<file path="src/rtl/fifo_pkg.sv">
// Shared definitions for the programmable synchronous FIFO: read-mode enum and a
// width helper usable in parameter expressions.
package fifo_pkg;

  typedef enum logic {
    FIFO_REG_READ = 1'b0,
    FIFO_FWFT     = 1'b1
  } fifo_read_mode_e;

  // Bits needed to encode values 0..value-1; returns at least 1.
  function automatic int fifo_clog2(input int value);
    int w;
    w = 0;
    for (int v = value - 1; v > 0; v = v >> 1) begin
      w++;
    end
    return (w < 1) ? 1 : w;
  endfunction

endpackage

</file>
<file path="src/rtl/fifo_ptr_ctrl.sv">
// Pointer, occupancy and flag logic for the programmable FIFO. Pointers wrap by
// explicit compare so depths that are not powers of two work.
module fifo_ptr_ctrl
  import fifo_pkg::*;
#(
  parameter int FIFO_DEPTH = 8,
  parameter int CNT_W      = fifo_clog2(FIFO_DEPTH + 1),
  parameter int PTR_W      = fifo_clog2(FIFO_DEPTH)
) (
  input  logic             clk,
  input  logic             rst_n,
  input  logic             wr_en,
  input  logic             rd_en,
  input  logic             flush,
  input  logic [CNT_W-1:0] af_thresh,
  input  logic [CNT_W-1:0] ae_thresh,
  output logic [PTR_W-1:0] wr_ptr,
  output logic [PTR_W-1:0] rd_ptr,
  output logic [CNT_W-1:0] count,
  output logic             full,
  output logic             empty,
  output logic             almostfull,
  output logic             almostempty,
  output logic             wr_accept,
  output logic             rd_accept,
  output logic             wr_reject,
  output logic             rd_reject
);

  localparam logic [CNT_W-1:0] DEPTH_C  = CNT_W'(FIFO_DEPTH);
  localparam logic [PTR_W-1:0] LAST_PTR = PTR_W'(FIFO_DEPTH - 1);

  function automatic logic [PTR_W-1:0] ptr_inc(input logic [PTR_W-1:0] ptr);
    return (ptr == LAST_PTR) ? '0 : ptr + PTR_W'(1);
  endfunction

  assign full  = (count == DEPTH_C);
  assign empty = (count == '0);

  // Flush masks both requests, so nothing is accepted or rejected that cycle.
  assign wr_accept = wr_en & ~full & ~flush;
  assign rd_accept = rd_en & ~empty & ~flush;
  assign wr_reject = wr_en & full & ~flush;
  assign rd_reject = rd_en & empty & ~flush;

  // A zero threshold, or an almost-full threshold at or beyond depth, disables the flag.
  assign almostfull  = (af_thresh != '0) && (af_thresh < DEPTH_C) &&
                       (count >= af_thresh) && !full;
  assign almostempty = (ae_thresh != '0) && !empty && (count <= ae_thresh);

  always_ff @(posedge clk or negedge rst_n) begin
    if (!rst_n) begin
      wr_ptr <= '0;
      rd_ptr <= '0;
      count  <= '0;
    end else if (flush) begin
      wr_ptr <= '0;
      rd_ptr <= '0;
      count  <= '0;
    end else begin
      if (wr_accept) wr_ptr <= ptr_inc(wr_ptr);
      if (rd_accept) rd_ptr <= ptr_inc(rd_ptr);
      case ({wr_accept, rd_accept})
        2'b10:   count <= count + CNT_W'(1);
        2'b01:   count <= count - CNT_W'(1);
        default: count <= count;
      endcase
    end
  end

endmodule

</file>
<file path="src/rtl/sync_fifo_prog.sv">
// Synchronous FIFO with parametrised width/depth, registered or first-word-fall-through
// read, runtime almost-full/almost-empty thresholds and synchronous flush.
module sync_fifo_prog
  import fifo_pkg::*;
#(
  parameter int DATA_WIDTH = 16,
  parameter int FIFO_DEPTH = 8,
  parameter int FWFT       = 0,
  parameter int CNT_W      = fifo_clog2(FIFO_DEPTH + 1)
) (
  input  logic                  clk,
  input  logic                  rst_n,
  input  logic                  wr_en,
  input  logic [DATA_WIDTH-1:0] data_in,
  input  logic                  rd_en,
  input  logic                  flush,
  input  logic [CNT_W-1:0]      af_thresh,
  input  logic [CNT_W-1:0]      ae_thresh,
  output logic [DATA_WIDTH-1:0] data_out,
  output logic                  rd_valid,
  output logic [CNT_W-1:0]      count,
  output logic                  full,
  output logic                  empty,
  output logic                  almostfull,
  output logic                  almostempty,
  output logic                  wr_ack,
  output logic                  overflow,
  output logic                  underflow
);

  localparam int PTR_W = fifo_clog2(FIFO_DEPTH);

  logic [PTR_W-1:0]      wr_ptr;
  logic [PTR_W-1:0]      rd_ptr;
  logic                  wr_accept;
  logic                  rd_accept;
  logic                  wr_reject;
  logic                  rd_reject;
  logic [DATA_WIDTH-1:0] mem [FIFO_DEPTH];

  fifo_ptr_ctrl #(
    .FIFO_DEPTH (FIFO_DEPTH),
    .CNT_W      (CNT_W),
    .PTR_W      (PTR_W)
  ) u_ptr_ctrl (
    .clk         (clk),
    .rst_n       (rst_n),
    .wr_en       (wr_en),
    .rd_en       (rd_en),
    .flush       (flush),
    .af_thresh   (af_thresh),
    .ae_thresh   (ae_thresh),
    .wr_ptr      (wr_ptr),
    .rd_ptr      (rd_ptr),
    .count       (count),
    .full        (full),
    .empty       (empty),
    .almostfull  (almostfull),
    .almostempty (almostempty),
    .wr_accept   (wr_accept),
    .rd_accept   (rd_accept),
    .wr_reject   (wr_reject),
    .rd_reject   (rd_reject)
  );

  always_ff @(posedge clk) begin
    if (wr_accept) mem[wr_ptr] <= data_in;
  end

  always_ff @(posedge clk or negedge rst_n) begin
    if (!rst_n) begin
      wr_ack    <= 1'b0;
      overflow  <= 1'b0;
      underflow <= 1'b0;
    end else begin
      wr_ack    <= wr_accept;
      overflow  <= wr_reject;
      underflow <= rd_reject;
    end
  end

  generate
    if (FWFT == int'(FIFO_FWFT)) begin : g_fwft
      // Gated on empty so stale (unreset) memory never shows on data_out.
      assign data_out = empty ? '0 : mem[rd_ptr];
      assign rd_valid = ~empty;
    end else begin : g_reg_read
      always_ff @(posedge clk or negedge rst_n) begin
        if (!rst_n) begin
          data_out <= '0;
          rd_valid <= 1'b0;
        end else begin
          rd_valid <= rd_accept;
          if (rd_accept) data_out <= mem[rd_ptr];
        end
      end
    end
  endgenerate

endmodule

</file>
<file path="config.mk">
export PLATFORM = sky130hd
export DESIGN_NAME = sync_fifo_prog
export DESIGN_NICKNAME = d
export VERILOG_FILES = /design/src/rtl/fifo_pkg.sv /design/src/rtl/fifo_ptr_ctrl.sv /design/src/rtl/sync_fifo_prog.sv
export SDC_FILE = /design/constraint.sdc
export NUM_CORES = 1
export LEC_CHECK = 0
export CAP_MARGIN = 25
export CORE_ASPECT_RATIO = 1.4
export CORE_MARGIN = 3
export CORE_UTILIZATION = 55
export DETAILED_ROUTE_END_ITERATION = 12
export DONT_BUFFER_PORTS = 1
export GPL_TIMING_DRIVEN = 0
export PLACE_DENSITY = 0.76
export SLEW_MARGIN = 40
export SYNTH_ARGS = -nofsm -noshare
export SYNTH_HDL_FRONTEND = slang
export SYNTH_SLANG_ARGS = --single-unit
</file>
<file path="constraint.sdc">
create_clock -name clk -period 7.1 [get_ports clk]
set_input_delay 0.71 -clock clk [delete_from_list [all_inputs] [get_ports clk]]
set_output_delay 0.71 -clock clk [all_outputs]
set_load 0.01 [all_outputs]
</file>
**Word-level counts from Yosys, hierarchy flattened**

Memories as Yosys holds them, arrays and structs flattened. A register that Yosys moved wholly into a read port is not among the register bits.
Cells that the tools add are included.

- Register bits: 14
- Memory bits (writable): 128
- Output and inout bits: 28
- Memories: 1
- Bits of input ports: 29

- Reduce and logical (&&, ||, !) cells: 14
- Mux-type cells: 10
- Equal/unequal tests: 5
- Bitwise operators: 11
- Add/subtract/negate cells: 4
- $lt $le $gt $ge: 3

Memory list:

| name | depth | bits a word | rd ports | clocked after memory_dff | write ports | RTL line | text |
|---|---|---|---|---|---|---|---|
| mem | 8 | 16 | 1 | 1 | 1 | sync_fifo_prog.sv:39 | `logic [DATA_WIDTH-1:0] mem [FIFO_DEPTH];` |

Operators with widths:

| cell | count |
|---|---|
| $mux W3 | 6 |
| $and A1 B1 Y1 | 8 |
| $pmux W4 S2 | 1 |
| $reduce_bool A4 Y1 | 2 |
| $add A3 B1 Y3 const B | 2 |
| $eq A3 B3 Y1 const B | 2 |
| $logic_and A1 B1 Y1 | 5 |
| $add A4 B1 Y4 const B | 1 |
| $eq A4 B4 Y1 const B | 1 |
| $ge A4 B4 Y1 | 1 |
| $le A4 B4 Y1 | 1 |
| $logic_not A4 Y1 | 1 |
| $lt A4 B4 Y1 const B | 1 |
| $mux W4 | 1 |
| $reduce_bool A2 Y1 | 2 |
| $sub A4 B1 Y4 const B | 1 |
| $logic_not A1 Y1 | 3 |
| $not A1 Y1 | 3 |
| $reduce_bool A3 Y1 | 1 |
| $eq A2 B1 Y1 const B | 1 |
| $eq A2 B2 Y1 const B | 1 |
| $mux W1 | 2 |

**Logic depth before layout (Yosys ltp)**

- Depth after elaboration: 7
- Mapped depth: 10
- Depth with buffers taken out: 10

**By module**

From an unflattened synthesis, not the netlist that was laid out.

- Cell total of the unflattened synthesis: 434
- Area total of the unflattened synthesis: 6650.1 um^2

By module, submodules not included:

| module | times used | cells each | seq. area each (um^2) | area each (um^2) |
|---|---|---|---|---|
| sync_fifo_prog | 1 | 329 | 4344.2 | 5753.0 |
| fifo_ptr_ctrl | 1 | 105 | 250.2 | 897.1 |

**Worst setup path after synthesis**

No wires, ideal clock.

- Path type: input port to flip-flop
- Start point: in flush
- End point: mem mem[0][0], enable pin
- Path slack: 3.662 ns
- Required time: 6.670 ns
- Cell stages on the path: 5
- Setup time: 0.430 ns
- Arrival time: 3.008 ns
- Path through: clkbuf_1 nand2b_1 or2_1 buf_6 nor4_1

- Word-level cells in the longest chain between the ends: 4

RTL lines:

| item | RTL line | text |
|---|---|---|
| from (decl) | sync_fifo_prog.sv:16 | `input logic flush,` |
| $not A1 Y1 | fifo_ptr_ctrl.sv:41 | `assign wr_accept = wr_en & ~full & ~flush;` |
| $and A1 B1 Y1 | fifo_ptr_ctrl.sv:41 |  |
| $mux W1 | sync_fifo_prog.sv:67 | `if (wr_accept) mem[wr_ptr] <= data_in;` |
| $mux W1 (implied by the code) | sync_fifo_prog.sv:67 |  |
| to (decl) | sync_fifo_prog.sv:39 |  |

No other way between the ends.

**Worst setup path after layout**

- Start point: reg u_ptr_ctrl.count[1]
- End point: mem mem[1][1], enable pin

- Word-level cells in the longest chain between the ends: 6

RTL lines:

| item | RTL line | text |
|---|---|---|
| from (decl) | fifo_ptr_ctrl.sv:19 | `output logic [CNT_W-1:0] count,` |
| from (signal assigned) | fifo_ptr_ctrl.sv:64 | `2'b10: count <= count + CNT_W'(1);` |
| from (signal assigned) | fifo_ptr_ctrl.sv:65 | `2'b01: count <= count - CNT_W'(1);` |
| from (signal assigned) | fifo_ptr_ctrl.sv:66 | `default: count <= count;` |
| $eq A4 B4 Y1 | fifo_ptr_ctrl.sv:37 | `assign full = (count == DEPTH_C);` |
| named net full | sync_fifo_prog.sv:22 | `output logic full,` |
| $not A1 Y1 | fifo_ptr_ctrl.sv:41 |  |
| $and A1 B1 Y1 (2 in a row) | fifo_ptr_ctrl.sv:41 |  |
| named net u_ptr_ctrl.wr_accept | fifo_ptr_ctrl.sv:24 | `output logic wr_accept,` |
| $mux W1 | sync_fifo_prog.sv:67 |  |
| $mux W1 (implied by the code) | sync_fifo_prog.sv:67 |  |

The timed path passes the listed nets, and every way through them passes these cells.

==> reports/qor.csv <==
stage,metric,value,unit
die,row count,46,
timing,Worst Skew,0.0139,ns
place,Port Buffers,0,
timing,RSZ-0062 raised after global routing,no,
timing,Max Transition Viols Final,0,
die,die area,13000,sq um
timing,Max-slew headroom,0.521,
synthesis,sequential share of the synthesized area,0.718,
clock_tree,clk root buf,clkbuf_16,
cells_and_area,# diodes,0,
synthesis,post-synthesis cell area,6400,sq um
cells_and_area,"most common cell after layout, fill and taps aside",edfxtp_1,
global_routing,vias in the first global route,3576,
cells_and_area,"commonest non-fill, non-tap cells in the layout","edfxtp_1, mux4_2, dfrtp_1, a21oi_1, nor2_1",
die,top-level I/O count,57,
setup_path,reg2reg end,mem[1][1]$_DFFE_PP_,
die,starting density of the core,0.564,
setup_path,"setup slack, reg-to-reg",4.17,ns
power_and_ir_drop,Worst VDD drop,0.211,mV
die,core area,11300,sq um
setup_path,CP Capture Type,flip-flop,
synthesis,"FFs w/ async S/R, synth",0.190,
detailed_routing,DR vias,3334,
setup_path,crit path DAT,3.03,ns
synthesis,Syn. warnings,0,
place,Placer Congestion,0.790,
cells_and_area,final-stage net count,437,
clock_tree,clock-pin slew on the worst setup and hold paths,0.06,ns
cells_and_area,Layout Area Growth over Synthesis,15.6,%
global_routing,first-pass GRT wire length,20200,um
timing,post-route setup TNS,0,ns
detailed_routing,drt pass-1 iters,4,
synthesis,Mapped Nets,401,
detailed_routing,DR vias/cell,6.05,
min_path,Hold WC Path Type,in2async,
clock_tree,CTS Sinks,158,
timing,final worst slack,4.17,ns
setup_path,crit path launch type,flip-flop,
detailed_routing,Routed wire per std cell,23.2,um
global_routing,largest net degree at the start of global routing,31,
setup_path,Reg-to-Reg Start,u_ptr_ctrl.count[1]$_DFFE_PN0P_,
detailed_routing,initial drt markers,263,
timing,Slew @ Worst Pin,0.718,ns
setup_path,CP required,7.21,ns
clock_tree,Inserted Clock Buffers,17,
synthesis,synthesis-stage register bit count,158,
global_routing,initial antenna violation count,0,
setup_path,Setup CP Type,reg2reg,
cells_and_area,share of layout cells above drive strength 1,0.258,
clock_tree,CTS HTree Levels,4,
synthesis,Main synth FF type,edfxtp_1,
clock_tree,post_cts resized,0,
power_and_ir_drop,P per Cell Area,347,nW/um^2
timing,Fmax,342,MHz
outcome,run status,finished clean,
clock_tree,TritonCTS clock tree,built,
place,HPWL after DPL,8410,um
synthesis,post-synth cell types,42,
detailed_routing,Routed WL,12800,um
detailed_routing,DR DRC count,0,
timing,fin crit period,2.93,ns
timing,Fin. Hold Viols,0,
synthesis,Syn Area/Cell,17.9,sq um
die,Die X-Extent,97.2,um
power_and_ir_drop,leakage power,2.59,nW
die,DIE HEIGHT,134,um
timing,Final setup viols,0,
global_routing,Total GRT Usage,0.213,
place,dpl ws,3.98,ns
synthesis,Cells after Synth,358,
cells_and_area,# fillers,725,
synthesis,Post-synth EDFFs,128,
run,Max Cap Viol,0,
timing,fin crit share,0.412,
global_routing,total gr overflow,0,
clock_tree,"Clk Latency, worst-skew pair",0.42,ns
setup_path,CP Max Fanout,9,
detailed_routing,post-route ant nets,0,
clock_tree,Clock Tree Buf Depth,2,
setup_path,worst reg-to-reg path cell count,10,
state kept, by name (all words and copies together) (netlist names):
signal,count
u_ptr_ctrl.rd_ptr,3
mem,128
data_out,16
rd_valid,1
u_ptr_ctrl.wr_ptr,3
underflow,1
u_ptr_ctrl.count,4
overflow,1
wr_ack,1
repair_timing:
action | CTS | global route
buffers inserted | 0 | 0
hold buffers | 1 | 0
hold endpoints to repair | 30 | 0
cells in the mapped netlist (2+ instances only):
library cell  count  share of area
a21o_1            2         0.0023
a21oi_1          26          0.020
a31oi_1           2         0.0020
buf_2             7         0.0055
clkbuf_1          6         0.0035
dfrtp_1          30           0.12
edfxtp_1        128           0.60
ha_1             14          0.027
inv_1             9         0.0053
inv_2             2         0.0012
mux2i_1          16          0.025
mux4_2           32           0.11
nand2_1          10         0.0059
nand2b_1          7         0.0068
nand3_1           4         0.0031
nor2_1           26          0.015
nor2b_1           3         0.0029
nor3_1            7         0.0055
nor4_1            2         0.0020
o21a_1            2         0.0023
xnor2_1           2         0.0027
power by group:
| part | leakage [nW] | switching, W | internal [W] |
|---|---|---|---|
| sequential | 1.52 | 0.0000991 | 0.00109 |
| combinational | 0.764 | 0.000235 | 0.000200 |
| clock | 0.305 | 0.000338 | 0.000607 |
| total | 2.59 | 0.000673 | 0.00189 |
stage by stage:
| stage | instance area [sq um] | hold WS [ns] | cells | utilization | power, W |
|---|---|---|---|---|---|
| 5_1_grt | 7400 | 0.114 | 551 | 0.652 | 0.00268 |
| 3_3_place_gp | 6580 | 0.415 | 502 | 0.580 | 0.00161 |
| 3_5_place_dp | 6750 | 0.415 | 518 | 0.596 | 0.00164 |
| 2_1_floorplan | 6400 | 0.414 | 358 | - | 0.00151 |
| 6_report | 7400 | 0.122 | 551 | 0.652 | 0.00257 |
| 4_1_cts | 7400 | 0.115 | 551 | 0.652 | 0.00259 |
worst max path at each step:
stage / end / slack [ns] / from / depth (start not counted)
global placement: mem[0][0]$_DFFE_PP_ / 1.89 / flush / 5
detailed placement: mem[1][14]$_DFFE_PP_ / 3.98 / flush / 9
global route: mem[1][1]$_DFFE_PP_ / 3.95 / u_ptr_ctrl.count[0]$_DFFE_PN0P_ / 10
floorplan: mem[0][0]$_DFFE_PP_ / 3.66 / flush / 5
finish: mem[1][1]$_DFFE_PP_ / 4.17 / u_ptr_ctrl.count[1]$_DFFE_PN0P_ / 10
CTS: mem[1][1]$_DFFE_PP_ / 4.15 / u_ptr_ctrl.count[1]$_DFFE_PN0P_ / 10
critical path, stage by stage, from the launching register on:
cell,delay (ns)
dfrtp_1,0.54
nor3_1,0.11
nand2_1,0.20
inv_2,0.11
or2_1,0.25
buf_6,0.16
inv_2,0.08
nand2_1,0.22
nor3_2,0.45
buf_2,0.26
buf_2,0.23
per-layer routing:
layer | up-vias | share of wire | global-route usage
met4 | 0 | 0.025 | 0.0913
li1 | 1474 | - | -
met1 | 1704 | 0.38 | 0.268
met3 | 24 | 0.074 | 0.0639
met5 | - | 0 | 0
met2 | 132 | 0.52 | 0.345
cells by family (layout without fill, tap and decap cells):
logic type | Yosys count | in the layout | share of synthesized area
AND/OR/NAND/NOR | 67 | 67 | 0.0508
adder cells (fa/ha/maj) | 14 | 14 | 0.0274
XOR/XNOR | 3 | 3 | 0.00704
flip-flops | 158 | 158 | 0.718
buffers and inverters | 28 | 77 | 0.0199
AO/OA/AOI/OAI | 40 | 40 | 0.0393
multiplexers | 48 | 48 | 0.138
area by class of cell:
class                      count  area (sq um)  share of cell area
buffer                        16          80.1              0.0108
clock buffer                  22           464              0.0628
timing repair buffer          17           144              0.0195
clock inverter                10           160              0.0217
tap                          144           180              0.0244
inverter                      12          47.5             0.00643
multi-input combinational    172          1730               0.233
sequential                   158          4590               0.621
(Power assumes the default switching activity.)
